<file path="src/rtl/pc_unit.sv">
// Program-counter unit at the head of the IF stage.
// Holds the PC, chooses the next PC from halt, jump, branch, stall or sequential
// sources, runs the debug run/step/halt FSM, and keeps saturating activity counters.
module pc_unit #(
    parameter int unsigned      LEN         = 32,
    parameter int unsigned      INSTR_BYTES = 4,
    parameter logic [LEN-1:0]   RESET_ADDR  = '0,
    parameter int unsigned      CNT_LEN     = 32
) (
    input  logic               clk,
    input  logic               reset,
    input  logic               i_enable,
    input  logic               i_step_mode,
    input  logic               i_step,
    input  logic               i_stall,
    input  logic               i_branch_taken,
    input  logic [LEN-1:0]     i_branch_addr,
    input  logic               i_jump,
    input  logic [LEN-1:0]     i_jump_addr,
    input  logic               i_halt,
    output logic [LEN-1:0]     o_pc,
    output logic [LEN-1:0]     o_pc_next_seq,
    output logic               o_halted,
    output logic               o_running,
    output logic [CNT_LEN-1:0] o_cycle_cnt,
    output logic [CNT_LEN-1:0] o_fetch_cnt
);

    localparam int unsigned      ALIGN_BITS = $clog2(INSTR_BYTES);
    localparam logic [LEN-1:0]   ALIGN_MASK = {LEN{1'b1}} << ALIGN_BITS;
    localparam logic [LEN-1:0]   PC_INC     = LEN'(INSTR_BYTES);
    localparam logic [CNT_LEN-1:0] CNT_MAX  = '1;

    localparam logic [1:0] IDLE   = 2'd0;
    localparam logic [1:0] RUN    = 2'd1;
    localparam logic [1:0] STEP   = 2'd2;
    localparam logic [1:0] HALTED = 2'd3;

    logic [1:0]         state;
    logic [1:0]         state_next;
    logic               step_prev;
    logic               step_edge;
    logic               adv;
    logic [LEN-1:0]     pc_next;
    logic [CNT_LEN-1:0] cycle_next;
    logic [CNT_LEN-1:0] fetch_next;

    // Sequential fetch address, wraps modulo 2^LEN
    assign o_pc_next_seq = o_pc + PC_INC;

    // Next-state, next-PC and counter logic
    always_comb begin
        state_next = state;
        pc_next    = o_pc;
        cycle_next = o_cycle_cnt;
        fetch_next = o_fetch_cnt;
        step_edge  = i_step & ~step_prev;
        adv        = (state == RUN) || ((state == STEP) && step_edge);

        case (state)
            IDLE: begin
                if (i_enable) begin
                    state_next = i_step_mode ? STEP : RUN;
                end
            end
            RUN, STEP: begin
                if (adv && i_halt) begin
                    state_next = HALTED;
                end else if (!i_enable) begin
                    state_next = IDLE;
                end else begin
                    state_next = i_step_mode ? STEP : RUN;
                end
            end
            HALTED: begin
                state_next = HALTED;
            end
            default: begin
                state_next = IDLE;
            end
        endcase

        if (adv) begin
            if (o_cycle_cnt != CNT_MAX) begin
                cycle_next = o_cycle_cnt + CNT_LEN'(1);
            end
            // Redirects win over stall so a flush is never lost
            if (!i_halt && (i_jump || i_branch_taken || !i_stall)) begin
                if (i_jump) begin
                    pc_next = i_jump_addr & ALIGN_MASK;
                end else if (i_branch_taken) begin
                    pc_next = i_branch_addr & ALIGN_MASK;
                end else begin
                    pc_next = o_pc_next_seq;
                end
                if (o_fetch_cnt != CNT_MAX) begin
                    fetch_next = o_fetch_cnt + CNT_LEN'(1);
                end
            end
        end
    end

    // State, PC, counter and status registers with synchronous reset
    always_ff @(posedge clk) begin
        if (reset) begin
            state       <= IDLE;
            step_prev   <= 1'b0;
            o_pc        <= RESET_ADDR;
            o_cycle_cnt <= '0;
            o_fetch_cnt <= '0;
            o_halted    <= 1'b0;
            o_running   <= 1'b0;
        end else begin
            state       <= state_next;
            step_prev   <= i_step;
            o_pc        <= pc_next;
            o_cycle_cnt <= cycle_next;
            o_fetch_cnt <= fetch_next;
            o_halted    <= (state_next == HALTED);
            o_running   <= (state_next == RUN);
        end
    end

endmodule

</file>
<file path="config.mk">
export PLATFORM = sky130hd
export DESIGN_NAME = pc_unit
export DESIGN_NICKNAME = d
export VERILOG_FILES = /design/src/rtl/pc_unit.sv
export SDC_FILE = /design/constraint.sdc
export NUM_CORES = 1
export LEC_CHECK = 0
export ABC_CLOCK_PERIOD_IN_PS = 3300
export BUFFER_PORTS_ARGS = -buffer_cell sky130_fd_sc_hd__buf_2
export CAP_MARGIN = 20
export CORE_ASPECT_RATIO = 1.75
export CORE_UTILIZATION = 30
export CTS_CLUSTER_DIAMETER = 60
export DETAILED_ROUTE_END_ITERATION = 10
export PLACE_DENSITY = 0.62
export RECOVER_POWER = 100
export SLEW_MARGIN = 20
export SYNTH_ARGS = -nofsm -noshare
export SYNTH_HDL_FRONTEND = slang
export SYNTH_SLANG_ARGS = --single-unit
</file>
<file path="constraint.sdc">
create_clock -name clk -period 3.3 [get_ports clk]
set_input_delay 0 -clock clk [delete_from_list [all_inputs] [get_ports clk]]
set_output_delay 0 -clock clk [all_outputs]
set_load 0.02 [all_outputs]
</file>
# Word-level counts from Yosys, hierarchy flattened
# Index checks and enable logic that the tools add are counted.
# totals
input_bits	73
reg_bits	101
wordCells	39
out_inout_bits	130
# classes
bitwise	2
n_reduce_logical	13
eq_ne	7
muxes	7
add_sub_neg	3
# ops
cell	count
adder 32 x 1 -> 32 bit, second input constant	2
2-to-1 mux 32 bit	2
inequality test 32 bit, second input constant	2
adder 32 x 3 -> 32 bit, second input constant	1
2-to-1 mux 2 bit	4
equality test 2 bit, second input constant	3
case mux 2 bit (3 select lines)	1
equality test 2 x 1 -> 1 bit, second input constant	2
AND reduction 2 bit	2
logical AND 1 bit	3
logical OR 1 bit	3
AND reduction 3 bit	1
zero test 1 bit	2
zero test 2 bit	1
OR reduction 2 bit	1
AND 1 bit	1
inverter 1 bit	1

# Depth between registers and ports, before layout
# Gate-level depths: netlist (run 1).
# depth
depth_word	8
mapped_depth	9
depth_no_buf	7

# Least setup slack after synthesis (run 1)
# OpenSTA, ideal clock, no wires.
# synth_path
path_kind	register -> register
from	register o_pc[14]
to	register o_pc[22]
required_ns	3.241
setup_time_ns	0.059
period_less_slack_ns	2.462
stages_incl_launch_ff	7
arrival_time_ns	2.403
slack_ns	0.838
path_buffers	1
path_cell_list	dfxtp_1 -> clkbuf_1 -> and4_1 -> nand2_1 -> or4b_2 -> xnor2_1 -> a211o_1
# synth_via
elab_chain_cells	3
# synth_rtl
element	line_no	source
start, declared	21	output logic [LEN-1:0] o_pc,
start signal, assigned	116	o_pc <= pc_next;
adder 32 x 3 -> 32 bit	49	assign o_pc_next_seq = o_pc + PC_INC;
net o_pc_next_seq[22]	22	output logic [LEN-1:0] o_pc_next_seq,
2-to-1 mux 32 bit	91	end else if (i_branch_taken) begin
2-to-1 mux 32 bit	89	if (i_jump) begin
# The timed path passes the listed nets, and every way through them passes these cells.
# A chain may end at the register's enable or synchronous reset.

# Final worst setup path (run 1)
# layout_path
from	register o_fetch_cnt[17]
to	register o_fetch_cnt[19]
# layout_via
elab_chain_cells	2
word_cells_on_any_way	3
classes_between	add/sub (1); eq/ne (1); reduce/logical (1)
# layout_rtl
element	line_no	source
start, declared	26	output logic [CNT_LEN-1:0] o_fetch_cnt
start signal, assigned	118	o_fetch_cnt <= fetch_next;
branches (longest 2 deep; another with adder 32 x 1 -> 32 bit)	--	
# Parallel ways; which one is timed is not known.

==> out/results.tsv, run 1 <==
metric	value	unit
status	completed	
wl_met2	11000	um
dominantRegCellSynth	dfxtp_1	
wirelength	20000	um
cts_max_level	3	
grt_overflow	0	
netlist_top_cells_area	dfxtp_1 32%, nor2_1 5.0%, a21oi_1 4.8%	
cts.sinks	99	
cts_tree	done	
rows	68	
antenna_found_initial	3	
vias	6576	
clock_skew	0.0119	ns
multi_input_area	3820	sq um
wl_per_cell	16.5	um
rsz0062_at_grt	false	
power_density	479	nW/um^2
slew_headroom	0.419	
area.growth.synth_to_final	22.7	%
critPathLaunch	o_fetch_cnt[17]	
drt-met1-wl	7560	um
final_area	7490	sq um
drc	0	
netlist.area_leader.share	0.325	
clk_latency	0.36	ns
place_area	7300	sq um
fin_nets	1037	
die_area	20900	sq um
worstHoldStart	i_branch_addr[17]	
met3WireLength	848	um
startpoint_type	flip-flop	
cts_setup_buffers	0	
grt_pass1_vias	6051	
worst-path-buf-inv	1	
port-buffer-count	194	
synthCells	778	
crit_path_max_fanout	8	
min_path_type	in2reg	
gr-usage-all-layers	0.189	
report.final.slew_viol_count	0	
r2r_start	o_fetch_cnt[17]	
antenna_left	0	
synth_edf_count	0	
end_kind	flip-flop	
dp_hpwl	14800	um
cts_root_buf	clkbuf_16	
grt_start_max_net_pins	63	
viasPerCell	5.43	
ys_warn_count	0	
p_leak	2.61	nW
layout-drive-gt1-share	0.134	
die_h	191	um
synth_area_per_cell	7.84	sq um
hold_viol	0	
setup_viol_count_final	0	
power	3.59	mW
drv_cap	0	
worst_pin_slew	0.870	ns
synthArstFlopShare	0	
crit_path_max_incr_delay	0.73	ns
yosys_register_bits	99	
cts_made_buffers	9	
max_clock_freq	355	MHz
syn_area	6100	sq um
fin_crit	2.82	ns
drt-initial-drc-count	289	
nFillCells	2180	
gp_congestion	0.839	
ir_drop	0.231	mV
synth_common_cells	99 x dfxtp_1, 81 x nor2_1, 59 x a21oi_1	
arrival	3.06	ns
grt_pass1_wl	30800	um
critPathTopFamily	simple AND/OR/NAND/NOR gates	
synth_cell_types	69	
ios	203	
cp_cell_sequence	nand4_1 > or4_1 > nor3_1 > buf_4 > nor4_1 > mux2_2	
synth.largest_area_cell	dfxtp_1	
cp.required	3.54	ns
clockBufferDepth	2	
top_layer_used	met4	
synth.most_common_cell	dfxtp_1	
fin_crit_sh	0.854	
clk_pin_slew	0.07	ns
yosysSeqAreaShare	0.325	
tns	0	ns
regArea	1980	sq um
finish.utilization	0.378	
cp_slowest_cell	nor3_1	
die_w	110	um
crit_type	reg2reg	
start_util	0.308	
core_area	19800	sq um
dr.pass1.iters	4	
-- layer usage --
metal  vias to the layer above  GRT usage
met3                        39     0.0284
met1                      3107      0.193
met2                       193      0.356
met5                         -          0
li1                       3237          -
met4                         0      0.100
-- worst min-delay path: stages --
cell	delay (ns)
buf_2	0.09
inv_1	0.04
a21oi_1	0.05
o21ai_0	0.07
a211oi_1	0.06
-- stage by stage --
step                instances  setup WS (ns)  hold slack (ns)
floorplan                 781          0.838            0.128
global placement         1183          0.768            0.242
detailed placement       1183          0.716            0.275
CTS                      1207          0.622         0.000678
global route             1210          0.273           0.0128
finish                   1210          0.482           0.0146
-- final timing paths --
path	to	slack, ns	cells past startpoint
min	o_pc[17]	0.01	5
max reg2reg	o_fetch_cnt[19]	0.48	6
max	o_fetch_cnt[19]	0.48	6
min reg2reg	o_fetch_cnt[23]	0.50	2
-- where the power goes --
group	internal [mW]	leakage, nW	total (mW)	switching (mW)
sequential	1.30	0.801	1.44	0.147
clock	0.596	0.151	1.11	0.509
combinational	0.348	1.66	1.04	0.690
total	2.24	2.61	3.59	1.35
-- layout make-up --
cell class                      count  share of cell area
Inverter                           21              0.0105
Tap cell                          245              0.0409
Timing Repair Buffer              219               0.133
Multi-Input combinational cell    607               0.510
Clock buffer                        9              0.0301
Antenna cell                        3             0.00100
Sequential cell                    99               0.265
Clock inverter                      7              0.0100
-- what timing repair did --
item                                   in CTS  in global routing
hold buffers                                8                  0
setup endpoints to repair                   0                  0
gates resized for setup                     0                  0
endpoints found under the hold margin       8                  0
-- cell families after synthesis --
group	Yosys count	synth area share
compound gates	201	0.214
xor+xnor	44	0.0631
fa+ha+maj	7	0.0143
buf+inv	75	0.0517
flops	99	0.325
mux	22	0.0396
other cells	1	0.000614
simple gates	329	0.292
-- flip-flops by register name, indices dropped and copies added (netlist names) --
register,flops
o_cycle_cnt,32
state,2
o_pc,30
o_halted,1
o_running,1
step_prev,1
o_fetch_cnt,32
-- layout by cell type, fill, tap and decap left out, types with 5 or more instances in the layout --
cell type and n:
buf_4 9, mux2i_1 5, o211ai_1 6, or4_1 15, nand2_1 45, ha_1 7
and4_1 12, buf_2 69, a31o_2 5, or3_1 23, a21o_1 5, nand2b_1 8
a22oi_1 8, dfxtp_1 99, nand4_1 32, nor3_1 14, clkbuf_1 131, a31oi_1 5
dlygate4sd3_1 8, inv_1 21, o31ai_1 9, clkbuf_16 9, nand3_1 34, nor2_1 81
xnor2_1 27, nor2b_1 19, and3_1 10, a211oi_1 9, o21ai_0 45, o211a_1 5
mux2_2 17, or2_2 5, xor2_1 17, a21oi_1 59, nor4_1 17
(Power assumes the default switching activity.)
==> inputs of run 2 (changes only) <==
--- a/config.mk
+++ b/config.mk
@@ -14,5 +14,4 @@
 export DETAILED_ROUTE_END_ITERATION = 10
 export PLACE_DENSITY = 0.62
-export RECOVER_POWER = 100
 export SLEW_MARGIN = 20
 export SYNTH_ARGS = -nofsm -noshare
==> constraint.sdc (replaced) <==
create_clock -name clk -period 3.3 [get_ports clk]
set_input_delay 0.165 -clock clk [delete_from_list [all_inputs] [get_ports clk]]
set_output_delay 0.165 -clock clk [all_outputs]
set_load 0.02 [all_outputs]
==> out/results.tsv, run 2 (synthesis gave the netlist of run 1 again) <==
metric	value	unit	change
status	completed		
startpoint_type	flip-flop		
grt_start_max_net_pins	68		+7.9%
cts.sinks	99		unchanged
setup_ws	0.479	ns	-0.00330 ns
min_path_type	in2reg		
p_leak	3.14	nW	+20%
core_area	19800	sq um	unchanged
tns	0	ns	unchanged
layout-drive-gt1-share	0.274		+0.140
crit_type	reg2out		
hold_slack	0.0673	ns	+0.0527 ns
cts.hold.buffers_added	0		-8
worst_pin_slew	0.863	ns	-0.00695 ns
dr.pass1.iters	5		+1
r2r_start	o_fetch_cnt[17]		
max_clock_freq	354	MHz	-0.12%
whs_endpoint	step_prev		
die_area	20900	sq um	unchanged
viasPerCell	5.47		+0.60%
cts_setup_buffers	0		unchanged
fin_crit	2.82	ns	+0.00330 ns
wirelength	19800	um	-0.71%
start_util	0.308		unchanged
worstRegToRegCells	6		unchanged
antenna_left	0		unchanged
mostFrequentLayoutCell	buf_2		
cts_tree	done		
power	3.61	mW	+0.73%
drv_cap	0		unchanged
fin_nets	1029		-0.77%
crit_path_max_fanout	9		+1
regArea	1980	sq um	unchanged
worstHoldStart	i_step		
clk_latency	0.35	ns	about the same
stdcell_count	1202		-0.66%
clk_pin_slew	0.07	ns	about the same
drc	0		unchanged
cts_root_buf	clkbuf_16		
r2r-end	o_fetch_cnt[11]		
port-buffer-count	194		unchanged
clock_skew	0.00561	ns	-0.00628 ns
grt_overflow	0		unchanged
hold_depth	2		-3
grt_pass1_vias	5995		-0.93%
arrival	2.66	ns	-0.40 ns
end_kind	output port		
top_regs	o_cycle_cnt (32), o_fetch_cnt (32), o_pc (30)		
reg2reg_setup_slack	0.72	ns	+0.24 ns
rows	68		unchanged
dp_hpwl	14700	um	-0.55%
hold_viol	0		unchanged
clockBufferDepth	2		unchanged
report.final.slew_viol_count	0		unchanged
multi_input_area	3830	sq um	+0.46%
fin_crit_sh	0.855		+0.00100
area.growth.synth_to_final	24.7	%	
cp_slowest_cell	or4_1		
slew_headroom	0.424		+0.00465
wl_per_cell	16.5	um	about the same
crit_path_max_incr_delay	0.67	ns	-0.06 ns
cp.required	3.13	ns	-0.41 ns
ios	203		unchanged
pre_cts_slack	0.638	ns	-0.0782 ns
place_inst	1183		unchanged
vias	6572		-0.061%
die_w	110	um	unchanged
gr-usage-all-layers	0.190		+0.000657
cp_cell_sequence	nand4_1 > buf_4 > or4_1 > nor3_1 > xor2_1 > buf_2		
grt_pass1_wl	30700	um	-0.20%
cts.repair.resized	0		unchanged
gp_congestion	0.870		+3.7%
die_h	191	um	unchanged
rsz0062_at_grt	false		
antenna_found_initial	4		+1
power_density	475	nW/um^2	-0.88%
nFillCells	2102		-3.6%
drt-initial-drc-count	399		+38%
mostFrequentLayoutCells	193 x buf_2, 99 x dfxtp_1, 81 x nor2_1, 59 x a21oi_1		
cts_max_level	3		unchanged
setup_viol_count_final	0		unchanged
ir_drop	0.234	mV	+0.98%
cts_made_buffers	9		unchanged
==> run 2: through the flow <==
step,utilization,cell area [sq um]
after floorplan,-,6110
after global placement,0.368,7300
after detailed placement,0.368,7300
after CTS,0.383,7600
after global routing,0.384,7610
final,0.384,7610
==> run 2: final cells by class <==
class                           count  area share
Antenna cell                        4     0.00132
Clock buffer                       13      0.0342
Clock inverter                      2     0.00460
Inverter                           21      0.0104
Multi-Input combinational cell    607       0.504
Sequential cell                    99       0.260
Tap cell                          245      0.0403
Timing Repair Buffer              211       0.145
==> run 2: worst max path at each step <==
stage              from           endpoint  slack [ns]  cells after the start
2_1_floorplan  o_pc[14]           o_pc[22]        0.84                      6
3_3_place_gp     i_jump    o_fetch_cnt[25]        0.67                      6
3_5_place_dp     i_jump    o_fetch_cnt[25]        0.64                      6
4_1_cts        o_pc[10]  o_pc_next_seq[24]        0.44                      6
5_1_grt        o_pc[10]  o_pc_next_seq[24]        0.32                      6
6_report       o_pc[10]  o_pc_next_seq[24]        0.48                      6
==> run 2: worst max-delay path: cells and delay by family, from the launching register on <==
kind	cells	cell delay (ns)
xor+xnor	1	0.19
simple gates	3	1.24
flops	1	0.50
buf+inv	2	0.36
==> run 2: report_power, final <==
group	internal [mW]	leakage, nW	switching, mW
sequential	1.30	0.801	0.139
combinational	0.393	2.20	0.687
clock	0.626	0.146	0.471
==> run 2: per-layer routing <==
layer	vias up	global-route usage	wire length, um
li1	3227	-	-
met1	3099	0.193	7400
met2	207	0.355	10700
met3	39	0.0359	1020
met4	0	0.0985	644
met5	-	0	0
==> inputs of run 3 (changes only) <==
- REMOVE_ABC_BUFFERS: default -> 1
==> out/results.tsv, run 3 (synthesis gave the netlist of run 1 again) <==
metric	value	unit	change
fin_crit_sh	0.879		+0.0244
max_clock_freq	345	MHz	-2.8%
report.final.slew_viol_count	0		unchanged
diodes	0		-4
grt_overflow	0		unchanged
status	completed		
gr-usage-all-layers	0.186		-0.00345
die_area	20900	sq um	unchanged
drt-initial-drc-count	343		-14%
min_path_type	in2reg		
clk_latency	0.36	ns	about the same
crit_path_max_fanout	11		+2
startpoint_type	flip-flop		
antenna_left	0		unchanged
internal_power	2.36	mW	+2.1%
slew_headroom	0.535		+0.111
setup_viol_count_final	0		unchanged
nFillCells	2092		-0.48%
cts_root_buf	clkbuf_16		
hold_viol	0		unchanged
pre_cts_slack	0.706	ns	+0.0683 ns
fin_crit	2.90	ns	+0.0805 ns
p_leak	3.17	nW	+0.91%
die_w	110	um	unchanged
clockBufferDepth	2		unchanged
seqPwrFrac	0.390		-0.008
power_density	481	nW/um^2	+1.4%
drc	0		unchanged
top_regs	o_cycle_cnt (32), o_fetch_cnt (32), o_pc (30)		
viasPerCell	5.44		-0.50%
arrival	2.74	ns	+0.08 ns
power_frac_comb	0.292		-0.007
setup_ws	0.398	ns	-0.0805 ns
ir_drop	0.277	mV	+19%
cts_max_level	3		unchanged
start_util	0.308		unchanged
core_area	19800	sq um	unchanged
rsz0062_at_grt	false		
clk_pin_slew	0.08	ns	about the same
crit_type	reg2out		
dr.pass1.iters	4		-1
grt_start_max_net_pins	121		+78%
cts_tree	done		
layout-drive-gt1-share	0.276		+0.00228
end_kind	output port		
finish.utilization	0.387		+0.00271
grt_pass1_vias	5977		-0.30%
grt_pass1_wl	30400	um	-0.99%
cts_made_buffers	9		unchanged
cts.sinks	99		unchanged
wl_per_cell	16.3	um	-1.2%
p_switching	1.32	mW	+2.1%
fin_nets	1031		+0.19%
area.growth.synth_to_final	25.5	%	
ios	203		unchanged
clkPwrFrac	0.318		+0.014
rows	68		unchanged
drv_cap	0		unchanged
worst_pin_slew	0.692	ns	-0.171 ns
mostFrequentLayoutCell	buf_2		
port-buffer-count	194		unchanged
mostFrequentLayoutCells	193 x buf_2, 99 x dfxtp_1, 81 x nor2_1, 59 x a21oi_1		
wirelength	19600	um	-1.3%
die_h	191	um	unchanged
dp_hpwl	14400	um	-1.9%
power	3.69	mW	+2.1%
sw_frac_of_total	0.359		about the same
gp_congestion	0.816		-6.2%
antenna_found_initial	0		-4
cp.required	3.13	ns	about the same
clock_skew	0.0118	ns	+0.00623 ns
vias	6534		-0.58%
==> run 3: path summary, 6_finish.rpt <==
kind,start,endpoint,slack (ns),cells after the start
min,i_step,step_prev,0.05,2
min reg2reg,o_fetch_cnt[23],o_fetch_cnt[23],0.50,2
max,o_pc[9],o_pc_next_seq[24],0.40,5
max reg2reg,o_pc[9],o_pc[24],0.64,5
==> run 3: final cells by class <==
cell class / count / area [sq um] / area share
Sequential cell: 99 / 1980 / 0.259
Clock inverter: 6 / 87.6 / 0.0114
Clock buffer: 10 / 229 / 0.0299
Inverter: 21 / 78.8 / 0.0103
Timing Repair Buffer: 213 / 1140 / 0.149
Multi-Input combinational cell: 607 / 3830 / 0.500
Tap cell: 245 / 307 / 0.0400
==> run 3: power groups by stage <==
stage | Sequential (mW) | Combinational [mW] | Clock [mW]
floorplan | 1.55 | 0.562 | 0
global route | 1.46 | 1.18 | 1.26
detailed placement | 1.47 | 1.09 | 0
global placement | 1.46 | 1.08 | 0
finish | 1.44 | 1.08 | 1.17
CTS | 1.44 | 1.09 | 1.22
==> run 3: what timing repair did <==
| item | in CTS | in global routing |
|---|---|---|
| resized for setup | 0 | 0 |
| hold endpoints to repair | 1 | 0 |
| hold buffers | 1 | 0 |
| buffers inserted | 0 | 0 |
| endpoints found under the setup margin | 0 | 0 |
==> run 3: critical path, stage by stage, from the launching register on <==
cell     delay [ns]
dfxtp_1        0.57
nand4_1        0.33
or4_1          0.75
nor3_1         0.38
xor2_1         0.17
buf_2          0.18
==> run 3: metal layers <==
layer  track usage  vias to the layer above  share of wire
li1              -                     3225              -
met1         0.191                     3097           0.39
met2         0.351                      183           0.54
met3        0.0249                       29          0.043
met4         0.101                        0          0.032
met5             0                        -              0
==> run 3: metrics by stage <==
step / instances / hold slack (ns) / TNS (ns) / cell area, sq um
floorplan: 727 / 0.234 / -26.18 / 5880
global placement: 1184 / 0.383 / 0 / 7340
detailed placement: 1184 / 0.383 / 0 / 7340
CTS: 1201 / 0.0442 / 0 / 7660
global route: 1201 / 0.0709 / 0 / 7660
finish: 1201 / 0.0548 / 0 / 7660
